===== src/rtl/rom_scanner.sv =====
// Strided ROM reader: walks len words from base in increments of step and
// streams them out through a one-entry registered output slot.
module rom_scanner #(
  parameter int ADDR_W = 8,
  parameter int DATA_W = 4
) (
  input  logic              clk,
  input  logic              rst_n,
  input  logic              start,
  input  logic [ADDR_W-1:0] base,
  input  logic [ADDR_W-1:0] step,
  input  logic [ADDR_W-1:0] len,
  input  logic              abort,
  output logic [ADDR_W-1:0] rom_addr,
  input  logic [DATA_W-1:0] rom_data,
  output logic [DATA_W-1:0] out_data,
  output logic              out_valid,
  input  logic              out_ready,
  output logic              busy,
  output logic              done,
  output logic [1:0]        state_dbg
);

  typedef enum logic [1:0] {
    S_IDLE  = 2'd0,
    S_RUN   = 2'd1,
    S_DRAIN = 2'd2,
    S_FIN   = 2'd3
  } state_e;

  localparam logic [ADDR_W-1:0] ONE = ADDR_W'(1);

  state_e              state_q, state_d;
  logic [ADDR_W-1:0]   rom_addr_q, rom_addr_d;
  logic [ADDR_W-1:0]   step_q, step_d;
  logic [ADDR_W-1:0]   remaining_q, remaining_d;
  logic [DATA_W-1:0]   out_data_q, out_data_d;
  logic                out_valid_q, out_valid_d;
  logic                slot_free;

  // Output handshake: a word moves when out_valid & out_ready are both high
  // in the same cycle; once raised, out_valid stays high with out_data stable
  // until that transfer happens (abort and reset are the only exceptions).
  assign slot_free = !out_valid_q || out_ready;

  always_comb begin
    state_d     = state_q;
    rom_addr_d  = rom_addr_q;
    step_d      = step_q;
    remaining_d = remaining_q;
    out_data_d  = out_data_q;
    out_valid_d = out_valid_q;

    case (state_q)
      S_IDLE: begin
        // abort in IDLE does nothing itself but masks a coincident start
        if (start && !abort) begin
          step_d      = step;
          rom_addr_d  = base;
          remaining_d = len;
          state_d     = (len == '0) ? S_FIN : S_RUN;
        end
      end
      S_RUN: begin
        if (abort) begin
          out_valid_d = 1'b0;
          state_d     = S_IDLE;
        end else if (slot_free) begin
          out_data_d  = rom_data;
          out_valid_d = 1'b1;
          rom_addr_d  = rom_addr_q + step_q;
          remaining_d = remaining_q - ONE;
          if (remaining_q == ONE) state_d = S_DRAIN;
        end
      end
      S_DRAIN: begin
        if (abort) begin
          out_valid_d = 1'b0;
          state_d     = S_IDLE;
        end else if (out_ready) begin
          out_valid_d = 1'b0;
          state_d     = S_FIN;
        end
      end
      S_FIN: begin
        state_d = S_IDLE;
      end
      default: begin
        state_d = S_IDLE;
      end
    endcase
  end

  always_ff @(posedge clk or negedge rst_n) begin
    if (!rst_n) begin
      state_q     <= S_IDLE;
      rom_addr_q  <= '0;
      step_q      <= '0;
      remaining_q <= '0;
      out_data_q  <= '0;
      out_valid_q <= 1'b0;
    end else begin
      state_q     <= state_d;
      rom_addr_q  <= rom_addr_d;
      step_q      <= step_d;
      remaining_q <= remaining_d;
      out_data_q  <= out_data_d;
      out_valid_q <= out_valid_d;
    end
  end

  assign rom_addr  = rom_addr_q;
  assign out_data  = out_data_q;
  assign out_valid = out_valid_q;
  assign busy      = (state_q != S_IDLE);
  assign done      = (state_q == S_FIN);
  assign state_dbg = state_q;

endmodule


===== config.mk =====
export PLATFORM = sky130hd
export DESIGN_NAME = rom_scanner
export DESIGN_NICKNAME = d
export VERILOG_FILES = /design/src/rtl/rom_scanner.sv
export SDC_FILE = /design/constraint.sdc
export NUM_CORES = 1
export LEC_CHECK = 0
export CELL_PAD_IN_SITES_DETAIL_PLACEMENT = 1
export CELL_PAD_IN_SITES_GLOBAL_PLACEMENT = 1
export CORE_MARGIN = 4
export CORE_UTILIZATION = 39
export DETAILED_ROUTE_END_ITERATION = 8
export MAX_ROUTING_LAYER = met4
export PLACE_DENSITY = 0.95
export RECOVER_POWER = 25
export SLEW_MARGIN = 40
export SYNTH_ARGS = -nofsm -noshare
export SYNTH_HDL_FRONTEND = slang
export SYNTH_SLANG_ARGS = --single-unit

===== constraint.sdc =====
create_clock -name clk -period 5.4 [get_ports clk]
set_input_delay 1.35 -clock clk [delete_from_list [all_inputs] [get_ports clk]]
set_output_delay 1.35 -clock clk [all_outputs]
set_load 0.05 [all_outputs]

==> flow_results.xml <==
<?xml version="1.0" encoding="UTF-8"?>
<metrics>
  <group name="clocking">
    <metric name="cts_tree" unit="">built</metric>
    <metric name="root_buffer" unit="">sky130_fd_sc_hd__clkbuf_8</metric>
    <metric name="holdBufCountCts" unit="">0</metric>
    <metric name="post_cts_resized" unit="">0</metric>
    <metric name="number_of_buffers_created_by_cts" unit="">5</metric>
    <metric name="clk_latency" unit="ps">290</metric>
    <metric name="clock_sinks" unit="">31</metric>
    <metric name="ctsLongestPathBuffers" unit="">2</metric>
    <metric name="post_cts.repair.setup_buffers" unit="">0</metric>
    <metric name="h-tree-depth" unit="">2</metric>
    <metric name="clkSlewWorstSetupHoldPaths" unit="ps">70</metric>
  </group>
  <group name="place">
    <metric name="hpwl" unit="mm">3.92</metric>
    <metric name="placedCellCount" unit="">319</metric>
    <metric name="port_buffers" unit="">49</metric>
    <metric name="final_weighted_congestion_in_routability_driven_placement" unit="">0.806</metric>
  </group>
  <group name="floorplan">
    <metric name="die_outline_area" unit="um2">6170</metric>
    <metric name="effective_utilization_at_floorplan" unit="%">40.5</metric>
    <metric name="design.portCount" unit="">50</metric>
    <metric name="chipWidth" unit="um">78.5</metric>
    <metric name="count_of_standard_cell_rows" unit="">25</metric>
    <metric name="die_height" unit="um">78.5</metric>
    <metric name="core_ar" unit="um2">4790</metric>
  </group>
  <group name="route">
    <metric name="dr.pass1.iters" unit="">4</metric>
    <metric name="dr.first_iter.drc_count" unit="">64</metric>
    <metric name="drt_wl_total" unit="mm">5.27</metric>
    <metric name="drc_errors" unit="">0</metric>
    <metric name="detail_route_antenna_nets" unit="">0</metric>
    <metric name="wl_per_cell" unit="um">16.2</metric>
    <metric name="drt-vias-per-instance" unit="">5.45</metric>
    <metric name="routed-via-count" unit="">1777</metric>
  </group>
  <group name="synth">
    <metric name="netlist.area_leader.share" unit="%">40.0</metric>
    <metric name="post_synth.cell_area_avg" unit="um2">9.20</metric>
    <metric name="syn-num-nets" unit="">254</metric>
    <metric name="post_synth_instance_area" unit="um2">1940</metric>
    <metric name="register_area_share_after_synthesis" unit="%">40.0</metric>
    <metric name="async_reset_ff_share" unit="%">100</metric>
    <metric name="synth-edff-count" unit="">0</metric>
    <metric name="synth_seq_cells" unit="">31</metric>
    <metric name="ys_dominant_reg_cell" unit="">sky130_fd_sc_hd__dfrtp_1</metric>
    <metric name="synthCells" unit="">211</metric>
    <metric name="synth_warnings" unit="">0</metric>
    <metric name="synth.lib_cells_used.distinct" unit="">48</metric>
    <metric name="yosys-top-cells-count" unit="">sky130_fd_sc_hd__dfrtp_1 (31), sky130_fd_sc_hd__o21ai_0 (20), sky130_fd_sc_hd__nor2_1 (18)</metric>
    <metric name="synth_top_area_cell" unit="">sky130_fd_sc_hd__dfrtp_1</metric>
    <metric name="synth_most_common_cell" unit="">sky130_fd_sc_hd__dfrtp_1</metric>
    <metric name="post_synth_main_area_contributors" unit="">sky130_fd_sc_hd__dfrtp_1 (40%), sky130_fd_sc_hd__mux2_2 (6.4%), sky130_fd_sc_hd__ha_1 (5.8%)</metric>
  </group>
  <group name="timing">
    <metric name="timing_worst_slew_pin_value" unit="ps">1690</metric>
    <metric name="clock-skew-final" unit="ps">3.61</metric>
    <metric name="fin_setup_tns" unit="ps">0</metric>
    <metric name="final-setup-viol-count" unit="">0</metric>
    <metric name="rsz0062_at_grt" unit="">false</metric>
    <metric name="holdWs" unit="ps">509</metric>
    <metric name="hold_violations" unit="">0</metric>
    <metric name="timing.fmax" unit="MHz">291</metric>
    <metric name="final_period_util" unit="%">63.7</metric>
    <metric name="final_max_slew_viol_count" unit="">32</metric>
    <metric name="slew_headroom" unit="%">-12.9</metric>
    <metric name="final_critical_period" unit="ps">3440</metric>
  </group>
  <group name="critical_path">
    <metric name="required" unit="ps">4050</metric>
    <metric name="critical_path_arrival" unit="ps">2090</metric>
    <metric name="path_class" unit="">reg -&gt; out</metric>
    <metric name="worst_r2r_endpoint" unit="">out_data[1]</metric>
    <metric name="cp_startpoint_kind" unit="">flip-flop</metric>
    <metric name="r2r_cells" unit="">5</metric>
    <metric name="regToRegStartpoint" unit="">state_dbg[1]</metric>
    <metric name="crit_fanout" unit="">13</metric>
    <metric name="rrSetupSlack" unit="ps">3170</metric>
    <metric name="critPathCaptureType" unit="">primary output</metric>
  </group>
  <group name="global_route">
    <metric name="globalRouteTotalUtil" unit="%">18.9</metric>
    <metric name="grt_pass1_vias" unit="">1912</metric>
    <metric name="globalRouteOverflowTotal" unit="">0</metric>
    <metric name="largest_net_degree_at_the_start_of_global_routing" unit="">32</metric>
    <metric name="grt_antenna_before_repair" unit="">0</metric>
    <metric name="first_pass_grt_wire_length" unit="mm">8.97</metric>
  </group>
  <group name="layout">
    <metric name="multi_input_area" unit="um2">1070</metric>
    <metric name="layout-drive-gt1-share" unit="%">9.65</metric>
    <metric name="post_layout_nonfiller_instances" unit="">326</metric>
    <metric name="diode_count" unit="">0</metric>
    <metric name="fill_cells" unit="">582</metric>
    <metric name="nets" unit="">302</metric>
    <metric name="sequential_cell_area" unit="um2">776</metric>
    <metric name="postLayoutCoreUtil" unit="%">53.4</metric>
    <metric name="syn2layout_area_growth" unit="%">31.6</metric>
  </group>
  <group name="outcome">
    <metric name="violations" unit="">max-capacitance violations, max-slew violations</metric>
    <metric name="status" unit="">complete, but fails checks</metric>
  </group>
  <group name="power">
    <metric name="leakage_power_of_the_design" unit="nW">1.06</metric>
    <metric name="report.power.total" unit="mW">1.19</metric>
    <metric name="worst_ir_drop_vdd" unit="V">0.000240</metric>
    <metric name="p_per_area" unit="nW/um2">464</metric>
  </group>
  <group name="min_path">
    <metric name="min_to" unit="">out_data[3]</metric>
    <metric name="timing.hold.worst.start" unit="">out_data[3]</metric>
    <metric name="min_path_cells" unit="">1</metric>
    <metric name="min-delay-path-class" unit="">reg -&gt; reg</metric>
  </group>
  <group name="flow_run">
    <metric name="timing.max_cap.violations" unit="">1</metric>
  </group>
</metrics>
-- layout by cell type (no fill, tap or decap), types with 2 or more instances in the layout --
cell,count
sky130_fd_sc_hd__clkdlybuf4s50_1,48
sky130_fd_sc_hd__dfrtp_1,31
sky130_fd_sc_hd__o21ai_0,20
sky130_fd_sc_hd__nor2_1,18
sky130_fd_sc_hd__a21oi_1,16
sky130_fd_sc_hd__nand2_1,15
sky130_fd_sc_hd__mux2_2,11
sky130_fd_sc_hd__nor3_1,11
sky130_fd_sc_hd__inv_1,9
sky130_fd_sc_hd__ha_1,9
sky130_fd_sc_hd__nand3_1,7
sky130_fd_sc_hd__clkbuf_8,6
sky130_fd_sc_hd__nor4_1,4
sky130_fd_sc_hd__a211oi_1,4
sky130_fd_sc_hd__nand3b_1,3
sky130_fd_sc_hd__nand2b_1,3
sky130_fd_sc_hd__nor2b_1,3
sky130_fd_sc_hd__a21o_1,3
sky130_fd_sc_hd__and2_1,2
sky130_fd_sc_hd__a22oi_1,2
sky130_fd_sc_hd__o2bb2ai_1,2
sky130_fd_sc_hd__and3_1,2
sky130_fd_sc_hd__o21ai_1,2
sky130_fd_sc_hd__a31oi_1,2
-- power breakdown --
part           internal (mW)  switching, mW  leakage [nW]
clock                 0.0999         0.0892        0.0470
sequential             0.308         0.0737         0.371
combinational          0.244          0.371         0.642
-- kinds of logic (layout without fill, tap and decap cells) --
group                    after synthesis  in the layout  synth area share [%]
buffers and inverters                 19             67                  5.29
multiplexers                          12             12                  6.90
adder cells (fa/ha/maj)               10             10                  6.83
AND/OR/NAND/NOR                       75             75                  20.1
AO/OA/AOI/OAI                         64             64                  21.0
flip-flops                            31             31                  40.0
-- worst max-delay path by stage --
stage / from / slack, ps / cells after the start / endpoint
after CTS: state_dbg[0] / 2000 / 3 / busy
after global routing: state_dbg[0] / 1850 / 3 / busy
after global placement: abort / 2170 / 6 / rom_addr[6]
after floorplan: state_dbg[0] / 2730 / 3 / busy
final: state_dbg[0] / 1960 / 3 / busy
after detailed placement: abort / 2040 / 6 / rom_addr[6]
-- per-stage QoR --
stage	cell area, um2	setup WS [ps]
after global placement	2460	2170
after detailed placement	2460	2040
after floorplan	1940	2730
after global routing	2550	1850
after CTS	2550	2000
final	2550	1960
-- worst max-delay path, cell delays in order, from the launching register on --
cell,delay (ps)
sky130_fd_sc_hd__dfrtp_1,610
sky130_fd_sc_hd__nor2_1,190
sky130_fd_sc_hd__inv_1,180
sky130_fd_sc_hd__clkdlybuf4s50_1,830
-- sequential cells by signal, summed over array words and instances (netlist names) --
name / count
rom_addr: 8
out_valid: 1
state_dbg: 2
out_data: 4
remaining_q: 8
step_q: 8
-- per-layer routing --
metal / up-vias / wire length, um / GRT usage, %
li1: 863 / - / -
met1: 862 / 2280 / 22.0
met2: 45 / 2680 / 32.6
met3: 7 / 235 / 4.13
met4: 0 / 65 / 5.77
met5: - / 0 / -
-- area by class of cell --
| class | instances | area share (%) |
|---|---|---|
| multi-input cells | 161 | 41.9 |
| well taps | 67 | 3.28 |
| inverters | 9 | 1.32 |
| flip-flops and latches | 31 | 30.4 |
| repair buffers | 51 | 19.6 |
| clock inverters | 1 | 0.196 |
| clock buffers | 6 | 3.23 |
Power figures use the tool's default switching activity.
